File: src/rtl/mmio_bus_ctrl_if.sv
// rtl/mmio_bus_ctrl_if.sv - CPU-side and slave-side bus interfaces for mmio_bus_ctrl
// The CPU is master of mmio_cpu_if; the controller is master of mmio_slv_if.

interface mmio_cpu_if;
  logic        req;
  logic        we;
  logic [31:0] addr;
  logic [31:0] wdata;
  logic        ready;
  logic [31:0] rdata;
  logic        err;

  modport master (output req, we, addr, wdata, input ready, rdata, err);
  modport slave  (input req, we, addr, wdata, output ready, rdata, err);
endinterface

interface mmio_slv_if #(
  parameter int N_SLAVES = 8,
  parameter int SLV_AW   = 19
);
  logic [N_SLAVES-1:0]    sel;
  logic [N_SLAVES-1:0]    we;
  logic [SLV_AW-1:0]      addr;
  logic [31:0]            wdata;
  logic [32*N_SLAVES-1:0] rdata;
  logic [N_SLAVES-1:0]    ack;

  modport master (output sel, we, addr, wdata, input rdata, ack);
  modport slave  (input sel, we, addr, wdata, output rdata, ack);
endinterface

File: src/rtl/mmio_bus_ctrl.sv
// rtl/mmio_bus_ctrl.sv - registered MMIO decoder: addr[31:28] selects one of N_SLAVES
// Request/ack transactions with wait states, timeout, unmapped-error completion and error address capture.

module mmio_bus_ctrl #(
  parameter int          N_SLAVES = 8,
  parameter int          SLV_AW   = 19,
  parameter int          TIMEOUT  = 255,
  parameter logic [31:0] ERR_DATA = 32'hDEAD_BEEF
) (
  input  logic              clk,
  input  logic              rst,
  mmio_cpu_if.slave         cpu,
  mmio_slv_if.master        slv,
  output logic [31:0]       err_addr,
  output logic              busy
);

  localparam int CNT_W = (TIMEOUT > 0) ? $clog2(TIMEOUT + 1) : 1;
  localparam logic [CNT_W-1:0] CNT_LAST = (TIMEOUT > 0) ? CNT_W'(TIMEOUT - 1) : '0;
  localparam logic [4:0] N_SL = 5'(N_SLAVES);

  typedef enum logic [1:0] {IDLE, ACCESS, DONE} state_t;

  state_t             state_q, state_d;
  logic [3:0]         idx_q, idx_d;
  logic               we_q, we_d;
  logic [31:0]        addr_q, addr_d;
  logic [31:0]        wdata_q, wdata_d;
  logic [CNT_W-1:0]   cnt_q, cnt_d;
  logic               ready_q, ready_d;
  logic               err_q, err_d;
  logic [31:0]        rdata_q, rdata_d;
  logic [31:0]        err_addr_q, err_addr_d;

  logic               ack_hit;
  logic [31:0]        sel_rdata;

  always_ff @(posedge clk) begin
    if (rst) begin
      state_q    <= IDLE;
      idx_q      <= '0;
      we_q       <= 1'b0;
      addr_q     <= '0;
      wdata_q    <= '0;
      cnt_q      <= '0;
      ready_q    <= 1'b0;
      err_q      <= 1'b0;
      rdata_q    <= '0;
      err_addr_q <= '0;
    end else begin
      state_q    <= state_d;
      idx_q      <= idx_d;
      we_q       <= we_d;
      addr_q     <= addr_d;
      wdata_q    <= wdata_d;
      cnt_q      <= cnt_d;
      ready_q    <= ready_d;
      err_q      <= err_d;
      rdata_q    <= rdata_d;
      err_addr_q <= err_addr_d;
    end
  end

  // Only the selected slave's ack and read data are looked at; stray acks fall out here.
  always_comb begin
    ack_hit   = 1'b0;
    sel_rdata = '0;
    for (int i = 0; i < N_SLAVES; i++) begin
      if (idx_q == 4'(i)) begin
        ack_hit   = slv.ack[i];
        sel_rdata = slv.rdata[32*i +: 32];
      end
    end
  end

  always_comb begin
    state_d    = state_q;
    idx_d      = idx_q;
    we_d       = we_q;
    addr_d     = addr_q;
    wdata_d    = wdata_q;
    cnt_d      = cnt_q;
    ready_d    = 1'b0;
    err_d      = 1'b0;
    rdata_d    = '0;
    err_addr_d = err_addr_q;
    case (state_q)
      IDLE: begin
        if (cpu.req) begin
          idx_d   = cpu.addr[31:28];
          we_d    = cpu.we;
          addr_d  = cpu.addr;
          wdata_d = cpu.wdata;
          cnt_d   = '0;
          if ({1'b0, cpu.addr[31:28]} < N_SL) begin
            state_d = ACCESS;
          end else begin
            state_d    = DONE;
            ready_d    = 1'b1;
            err_d      = 1'b1;
            rdata_d    = ERR_DATA;
            err_addr_d = cpu.addr;
          end
        end
      end
      ACCESS: begin
        if (ack_hit) begin
          state_d = DONE;
          ready_d = 1'b1;
          rdata_d = we_q ? 32'h0 : sel_rdata;
        end else if ((TIMEOUT != 0) && (cnt_q == CNT_LAST)) begin
          state_d    = DONE;
          ready_d    = 1'b1;
          err_d      = 1'b1;
          rdata_d    = ERR_DATA;
          err_addr_d = addr_q;
        end else if (TIMEOUT != 0) begin
          cnt_d = cnt_q + CNT_W'(1);
        end
      end
      DONE: begin
        state_d = IDLE;
      end
      default: begin
        state_d = IDLE;
      end
    endcase
  end

  always_comb begin
    slv.sel = '0;
    slv.we  = '0;
    for (int i = 0; i < N_SLAVES; i++) begin
      if ((state_q == ACCESS) && (idx_q == 4'(i))) begin
        slv.sel[i] = 1'b1;
        slv.we[i]  = we_q;
      end
    end
    slv.addr  = addr_q[SLV_AW+1:2];
    slv.wdata = wdata_q;
    cpu.ready = ready_q;
    cpu.err   = err_q;
    cpu.rdata = rdata_q;
    err_addr  = err_addr_q;
    busy      = (state_q != IDLE);
  end

endmodule
File: src/flat_wrapper.sv
// flat-port wrapper written by rule: the top's interface ports become plain ports
module mmio_bus_ctrl_flat 
#(
  parameter int          N_SLAVES = 8,
  parameter int          SLV_AW   = 19,
  parameter int          TIMEOUT  = 255,
  parameter logic [31:0] ERR_DATA = 32'hDEAD_BEEF
)
  (clk, rst, err_addr, busy, cpu_req, cpu_we, cpu_addr, cpu_wdata, cpu_ready, cpu_rdata, cpu_err, slv_sel, slv_we, slv_addr, slv_wdata, slv_rdata, slv_ack);
  mmio_cpu_if cpu_i ();
  mmio_slv_if #(.N_SLAVES(N_SLAVES), .SLV_AW(SLV_AW)) slv_i ();
  input  logic clk;
  input  logic rst;
  output logic [31:0] err_addr;
  output logic busy;
  input wire logic [$bits(cpu_i.req)-1:0] cpu_req;
  input wire logic [$bits(cpu_i.we)-1:0] cpu_we;
  input wire logic [$bits(cpu_i.addr)-1:0] cpu_addr;
  input wire logic [$bits(cpu_i.wdata)-1:0] cpu_wdata;
  output wire logic [$bits(cpu_i.ready)-1:0] cpu_ready;
  output wire logic [$bits(cpu_i.rdata)-1:0] cpu_rdata;
  output wire logic [$bits(cpu_i.err)-1:0] cpu_err;
  output wire logic [$bits(slv_i.sel)-1:0] slv_sel;
  output wire logic [$bits(slv_i.we)-1:0] slv_we;
  output wire logic [$bits(slv_i.addr)-1:0] slv_addr;
  output wire logic [$bits(slv_i.wdata)-1:0] slv_wdata;
  input wire logic [$bits(slv_i.rdata)-1:0] slv_rdata;
  input wire logic [$bits(slv_i.ack)-1:0] slv_ack;
  assign cpu_i.req = cpu_req;
  assign cpu_i.we = cpu_we;
  assign cpu_i.addr = cpu_addr;
  assign cpu_i.wdata = cpu_wdata;
  assign cpu_ready = cpu_i.ready;
  assign cpu_rdata = cpu_i.rdata;
  assign cpu_err = cpu_i.err;
  assign slv_sel = slv_i.sel;
  assign slv_we = slv_i.we;
  assign slv_addr = slv_i.addr;
  assign slv_wdata = slv_i.wdata;
  assign slv_i.rdata = slv_rdata;
  assign slv_i.ack = slv_ack;
  mmio_bus_ctrl #(.N_SLAVES(N_SLAVES), .SLV_AW(SLV_AW), .TIMEOUT(TIMEOUT), .ERR_DATA(ERR_DATA)) u_core (.clk(clk), .rst(rst), .cpu(cpu_i), .slv(slv_i), .err_addr(err_addr), .busy(busy));
endmodule
File: config.mk
export PLATFORM = sky130hd
export DESIGN_NAME = mmio_bus_ctrl_flat
export DESIGN_NICKNAME = d
export VERILOG_FILES = /design/src/rtl/mmio_bus_ctrl_if.sv /design/src/rtl/mmio_bus_ctrl.sv /design/src/flat_wrapper.sv
export SDC_FILE = /design/constraint.sdc
export NUM_CORES = 1
export LEC_CHECK = 0
export ABC_AREA = 1
export CORE_AREA = 8 8 177 179
export CTS_CLUSTER_DIAMETER = 60
export CTS_CLUSTER_SIZE = 16
export DETAILED_ROUTE_END_ITERATION = 6
export DIE_AREA = 0 0 185 187
export SYNTH_ARGS = -nofsm -noshare
export SYNTH_HDL_FRONTEND = slang
export SYNTH_SLANG_ARGS = --single-unit
File: constraint.sdc
create_clock -name clk -period 2.1 [get_ports clk]
set_clock_uncertainty 0.2 [all_clocks]
set_input_delay 0.42 -clock clk [delete_from_list [all_inputs] [get_ports clk]]
set_output_delay 0.42 -clock clk [all_outputs]
set_load 0.05 [all_outputs]
# Word level (Yosys, flattened, before mapping)
# Cells that the tools add are included.
totals:
  wordCells: 102
  output_inout_bits: 134
  ff_bits: 145
classes:
  eq_ne: 15
  add_sub_neg: 1
  n_lt_le_gt_ge: 1
  n_reduce_logical: 16
  mux: 59
op_table:
  columns: ["op", "n"]
  rows:
  - ["2-to-1 mux 32 bit", 17]
  - ["case mux 32 bit (2 select lines)", 2]
  - ["2-to-1 mux 1 bit", 29]
  - ["2-to-1 mux 8 bit", 3]
  - ["== test 4 x 3 -> 1 bit, second input constant", 4]
  - ["case mux 8 bit (2 select lines)", 1]
  - ["adder 8 x 1 -> 8 bit, second input constant", 1]
  - ["== test 4 x 2 -> 1 bit, second input constant", 2]
  - ["== test 8 bit, second input constant", 1]
  - ["logical AND 1 bit", 8]
  - ["2-to-1 mux 2 bit", 4]
  - ["inequality test 2 bit, second input constant", 4]
  - ["AND reduction 5 bit", 1]
  - ["== test 4 x 1 -> 1 bit, second input constant", 1]
  - ["zero test 4 bit", 1]
  - ["< comparator 4 bit, second input constant", 1]
  - ["case mux 1 bit (2 select lines)", 2]
  - ["case mux 2 bit (2 select lines)", 1]
  - ["AND reduction 2 bit", 2]
  - ["AND reduction 4 bit", 1]
  - ["nonzero test 2 bit", 2]
  - ["inequality test 3 x 1 -> 1 bit, second input constant", 1]
  - ["== test 2 x 1 -> 1 bit, second input constant", 1]
  - ["zero test 2 bit", 1]
  - ["inequality test 2 x 1 -> 1 bit, second input constant", 1]

# Depth between registers and ports, before layout
depth:
  ltp_word: 12
  mapped_depth: 12
  depth_no_buf: 12

# Least setup slack after synthesis
# No wires, ideal clock.
synth_path:
  kind: "register -> output"
  start: "register u_core.state_q[0]"
  end: "output port slv_we[6]"
  required_ps: 1480
  path_stages_with_launch: 7
  setup_slack_ps: -793
  n_path_buf: 2
  arrival_time_ps: 2273
  cell_sequence: "dfxtp_1 inv_1 nor2_1 inv_1 clkbuf_1 clkbuf_1 nor3_1"
synth_between:
  elab_chain_cells: 3
synth_lines:
  columns: ["element", "line", "source"]
  rows:
  - ["start: declaration", "mmio_bus_ctrl.sv:24", "state_t state_q, state_d;"]
  - ["start signal: assignment", "mmio_bus_ctrl.sv:51", "state_q <= state_d;"]
  - ["== test 2 x 1 -> 1 bit", "mmio_bus_ctrl.sv:134", "if ((state_q == ACCESS) && (idx_q == 4'(i))) begin"]
  - ["logical AND 1 bit", "mmio_bus_ctrl.sv:134", null]
  - ["2-to-1 mux 1 bit", "mmio_bus_ctrl.sv:134", null]
  - ["end: declaration", "flat_wrapper.sv:24", "output wire logic [$bits(slv_i.we)-1:0] slv_we;"]
# Every way passes these cells.

==> results_dict.tcl <==
set metrics [dict create \
    status "finished with violations" \
    violations "setup timing" \
    min_period_ns 2.291 \
    synth-simple-area-share_pct 36.45 \
    detail_route.iter0.violations 429 \
    hold_class "reg -> reg" \
    synth_ff_type "dfxtp_1" \
    ys_seq_area_share_pct 36.27 \
    max-vdd-ir-drop_mv 0.4433 \
    syn_area_per_cell_um2 6.047 \
    drtAntennaViolNets 0 \
    max_freq_mhz 436.4 \
    die_area_um2 34600 \
    drt-total-wl_um 43900 \
    yosys_register_bits 141 \
    final_core_util_pct 53.02 \
    clock-root-buffer "clkbuf_16" \
    yosys_warnings 0 \
    setup_slack_ns -0.1915 \
    synth_compound_area_share_pct 14.92 \
    syn_nets 1621 \
    postSynthCellCount 1287 \
    portBuffers 465 \
    crit_type "reg -> out" \
    final_cell_area_um2 15050 \
    synthXorXnorAreaFrac_pct 0 \
    drive_gt1_share_pct 22.86 \
    comb_power_share_pct 40.7 \
    synth_async_sr_flop_share_pct 0 \
    worstPathArrival_ns 1.67 \
    max_slew_margin_pct 76.20 \
    p_leak_uw 0.006890 \
    core_um2 28390 \
    cts_hold_buffers 0 \
    clkPwrFrac_pct 30.4 \
    fin_crit_sh_pct 109.1 \
    sw_frac_of_total_pct 36.87 \
    required_ns 1.48 \
    dr.pass1.iters 4 \
    gp_congestion 0.9726 \
    grt_pass1_wl_um 64660 \
    pwr_density_cell_nw_per_um2 713.7 \
    synthAdderAreaFrac_pct 0.3215 \
    crit_top_cell "buf_6" \
    setup_viol 90 \
    htree_num_levels 4 \
    synth_cell_type_count 30 \
    remaining_drc_errors 0 \
    dpl_cell_area_um2 13290 \
    cts.sinks 141 \
    worstMarginPinSlew_ns 0.3533 \
    synth_top_family_by_area "simple AND/OR/NAND/NOR gates" \
    nNetsFinal 2132 \
    rsz0062_at_grt "true" \
    drv_cap 0 \
    synthMuxAreaShare_pct 0 \
    routed_via_density 4.581 \
    grt-ovfl-total 0 \
    synth_edf_count 0 \
    grt_max_degree 57 \
    vias 10080 \
    core.rowCount 62 \
    hold_viol 0 \
    end_kind "output port" \
    startpoint_type "flip-flop" \
    cts_buffer_depth 2 \
    critPathMaxStageDelay_ns 0.36 \
    clk_pin_slew_worst_paths_ns 0.06 \
    grt_use_total_pct 24.63 \
    wire_per_inst_um 19.94 \
    whs_ns 0.2455 \
    grt_pass1_vias 10220 \
    die_w_um 185 \
    post-dp-hpwl_um 33460 \
    p_switching_uw 3961 \
    power.share.sequential_pct 28.9 \
    cp_max_fo 3 \
    die_y_um 187 \
    p_int_uw 6783 \
    start_util_pct 27.41 \
    syn_area_um2 7782 \
    slew_violations 0 \
    antenna_found_initial 7 \
    clkLatencyLatePin_ns 0.42 \
    syn2layout_area_growth_pct 93.42 \
    cts_made_buffers 17 \
    cts_tree "yes" \
    crit_path_top_delay_cell "dfxtp_2" \
    path_cells "buf_6 -> inv_4 -> nor2_4 -> buf_4 -> nand2_2 -> buf_6 -> nor3_4 -> buf_12" \
    top_level_ports 466 \
]
==> timing repair <==
action / in CTS / in global routing
hold endpoints to repair: 0 / 0
resized for setup: 85 / 71
pin swaps: 18 / 21
setup endpoints to repair: 89 / 91
buffers inserted: 32 / 9
gates cloned: 8 / 2
==> per-stage QoR <==
stage | setup slack (ns) | power, uW | instances | TNS (ns)
after floorplan | -0.001393 | 5292 | 1287 | -0.001393
after global placement | -0.3458 | 7031 | 2114 | -20.17
after detailed placement | -0.3563 | 7051 | 2114 | -20.45
after CTS | -0.2405 | 10680 | 2186 | -9.998
after global routing | -0.2810 | 11300 | 2201 | -17.85
final | -0.1915 | 10740 | 2201 | -10.13
==> flip-flops by register name (all words and copies together), names as in the netlist <==
| signal | cells |
|---|---|
| u_core.cpu.ready | 1 |
| u_core.cpu.err | 1 |
| u_core.slv.wdata | 32 |
| u_core.we_q | 1 |
| u_core.cpu.rdata | 32 |
| u_core.addr_q | 31 |
| u_core.err_addr | 32 |
| u_core.cnt_q | 8 |
| u_core.idx_q | 1 |
| u_core.state_q | 2 |
==> cells by family (layout without fill, tap and decap cells) <==
family          count (synthesis)  in the layout
fa+ha+maj                       2              2
simple gates                  694            694
flops                         141            141
other cells                     0              6
compound gates                226            226
buf+inv                       224            748
==> power by group through the flow <==
stage	clock (uW)	combinational [uW]	sequential, uW
after detailed placement	0	3900	3150
after global routing	3470	4700	3130
after floorplan	0	1560	3730
after global placement	0	3890	3140
final	3270	4370	3100
after CTS	3350	4240	3100
==> cell usage after synthesis (2+ instances only) <==
| cell | number | area [um^2] |
|---|---|---|
| nor2_1 | 248 | 930.9 |
| nand3_1 | 59 | 295.3 |
| or2_2 | 7 | 43.79 |
| nand2_2 | 3 | 18.77 |
| o21ai_0 | 132 | 660.6 |
| nor2_4 | 2 | 22.52 |
| ha_1 | 2 | 25.02 |
| buf_2 | 20 | 100.1 |
| nor3_1 | 11 | 55.05 |
| o21ai_1 | 6 | 30.03 |
| buf_4 | 19 | 142.6 |
| nand3b_1 | 2 | 15.01 |
| dfxtp_1 | 141 | 2823 |
| nor2_2 | 3 | 18.77 |
| clkbuf_1 | 52 | 195.2 |
| inv_2 | 9 | 33.78 |
| nand2_1 | 328 | 1231 |
| inv_1 | 117 | 439.2 |
| buf_1 | 5 | 18.77 |
| o22ai_1 | 18 | 112.6 |
| clkinv_1 | 2 | 7.510 |
| nand4_1 | 27 | 168.9 |
| a21oi_1 | 67 | 335.3 |
==> layout make-up <==
class | instances | area, um^2
antenna | 6 | 15.01
clock buffer | 19 | 452.9
clock inverter | 13 | 178.9
fill | 2799 | 13340
inverter | 128 | 498.0
multi-input combinational | 922 | 4533
sequential | 141 | 2834
tap | 384 | 480.5
timing repair buffer | 588 | 6061
==> path summary, 6_finish.rpt <==
kind / cells after the start / from / to / slack, ns
max: 8 / u_core.addr_q[30] / slv_we[5] / -0.19
min: 2 / u_core.addr_q[25] / u_core.addr_q[25] / 0.25
min reg2reg: 2 / u_core.addr_q[25] / u_core.addr_q[25] / 0.25
max reg2reg: 15 / u_core.addr_q[30] / u_core.cnt_q[6] / -0.19
==> layout by cell type (no fill, tap or decap), drive strengths merged <==
cell type / Yosys / layout
a21oi: 67 / 67
o22ai: 18 / 18
nor3b: 1 / 1
nand2: 331 / 331
nor2: 253 / 253
nand3: 60 / 60
nor3: 11 / 11
clkbuf: 52 / 21
clkinv: 2 / 6
or2: 8 / 8
ha: 2 / 2
buf: 44 / 255
o31ai: 1 / 1
nand4: 28 / 28
a31o: 1 / 1
nand3b: 2 / 2
clkdlybuf4s50: 0 / 331
o21ai: 138 / 138
inv: 126 / 131
clkinvlp: 0 / 1
dfxtp: 141 / 141
a31oi: 1 / 1
diode: 0 / 6
bufinv: 0 / 3
==> routing by layer <==
layer	part of all wire, %	wire (um)	up-vias	global-route usage (%)
li1	-	-	5078	-
met1	40	17650	4623	28.17
met2	49	21640	320	42.42
met3	7.4	3236	60	7.517
met4	3.1	1358	2	8.898
met5	0.030	13	-	0
==> critical path, delay by kind of cell (launching register included) <==
| family | cells | cell delay, ns |
|---|---|---|
| buf+inv | 5 | 0.57 |
| flops | 1 | 0.36 |
| simple gates | 3 | 0.33 |
No activity file was read; power rests on OpenSTA's default activity.
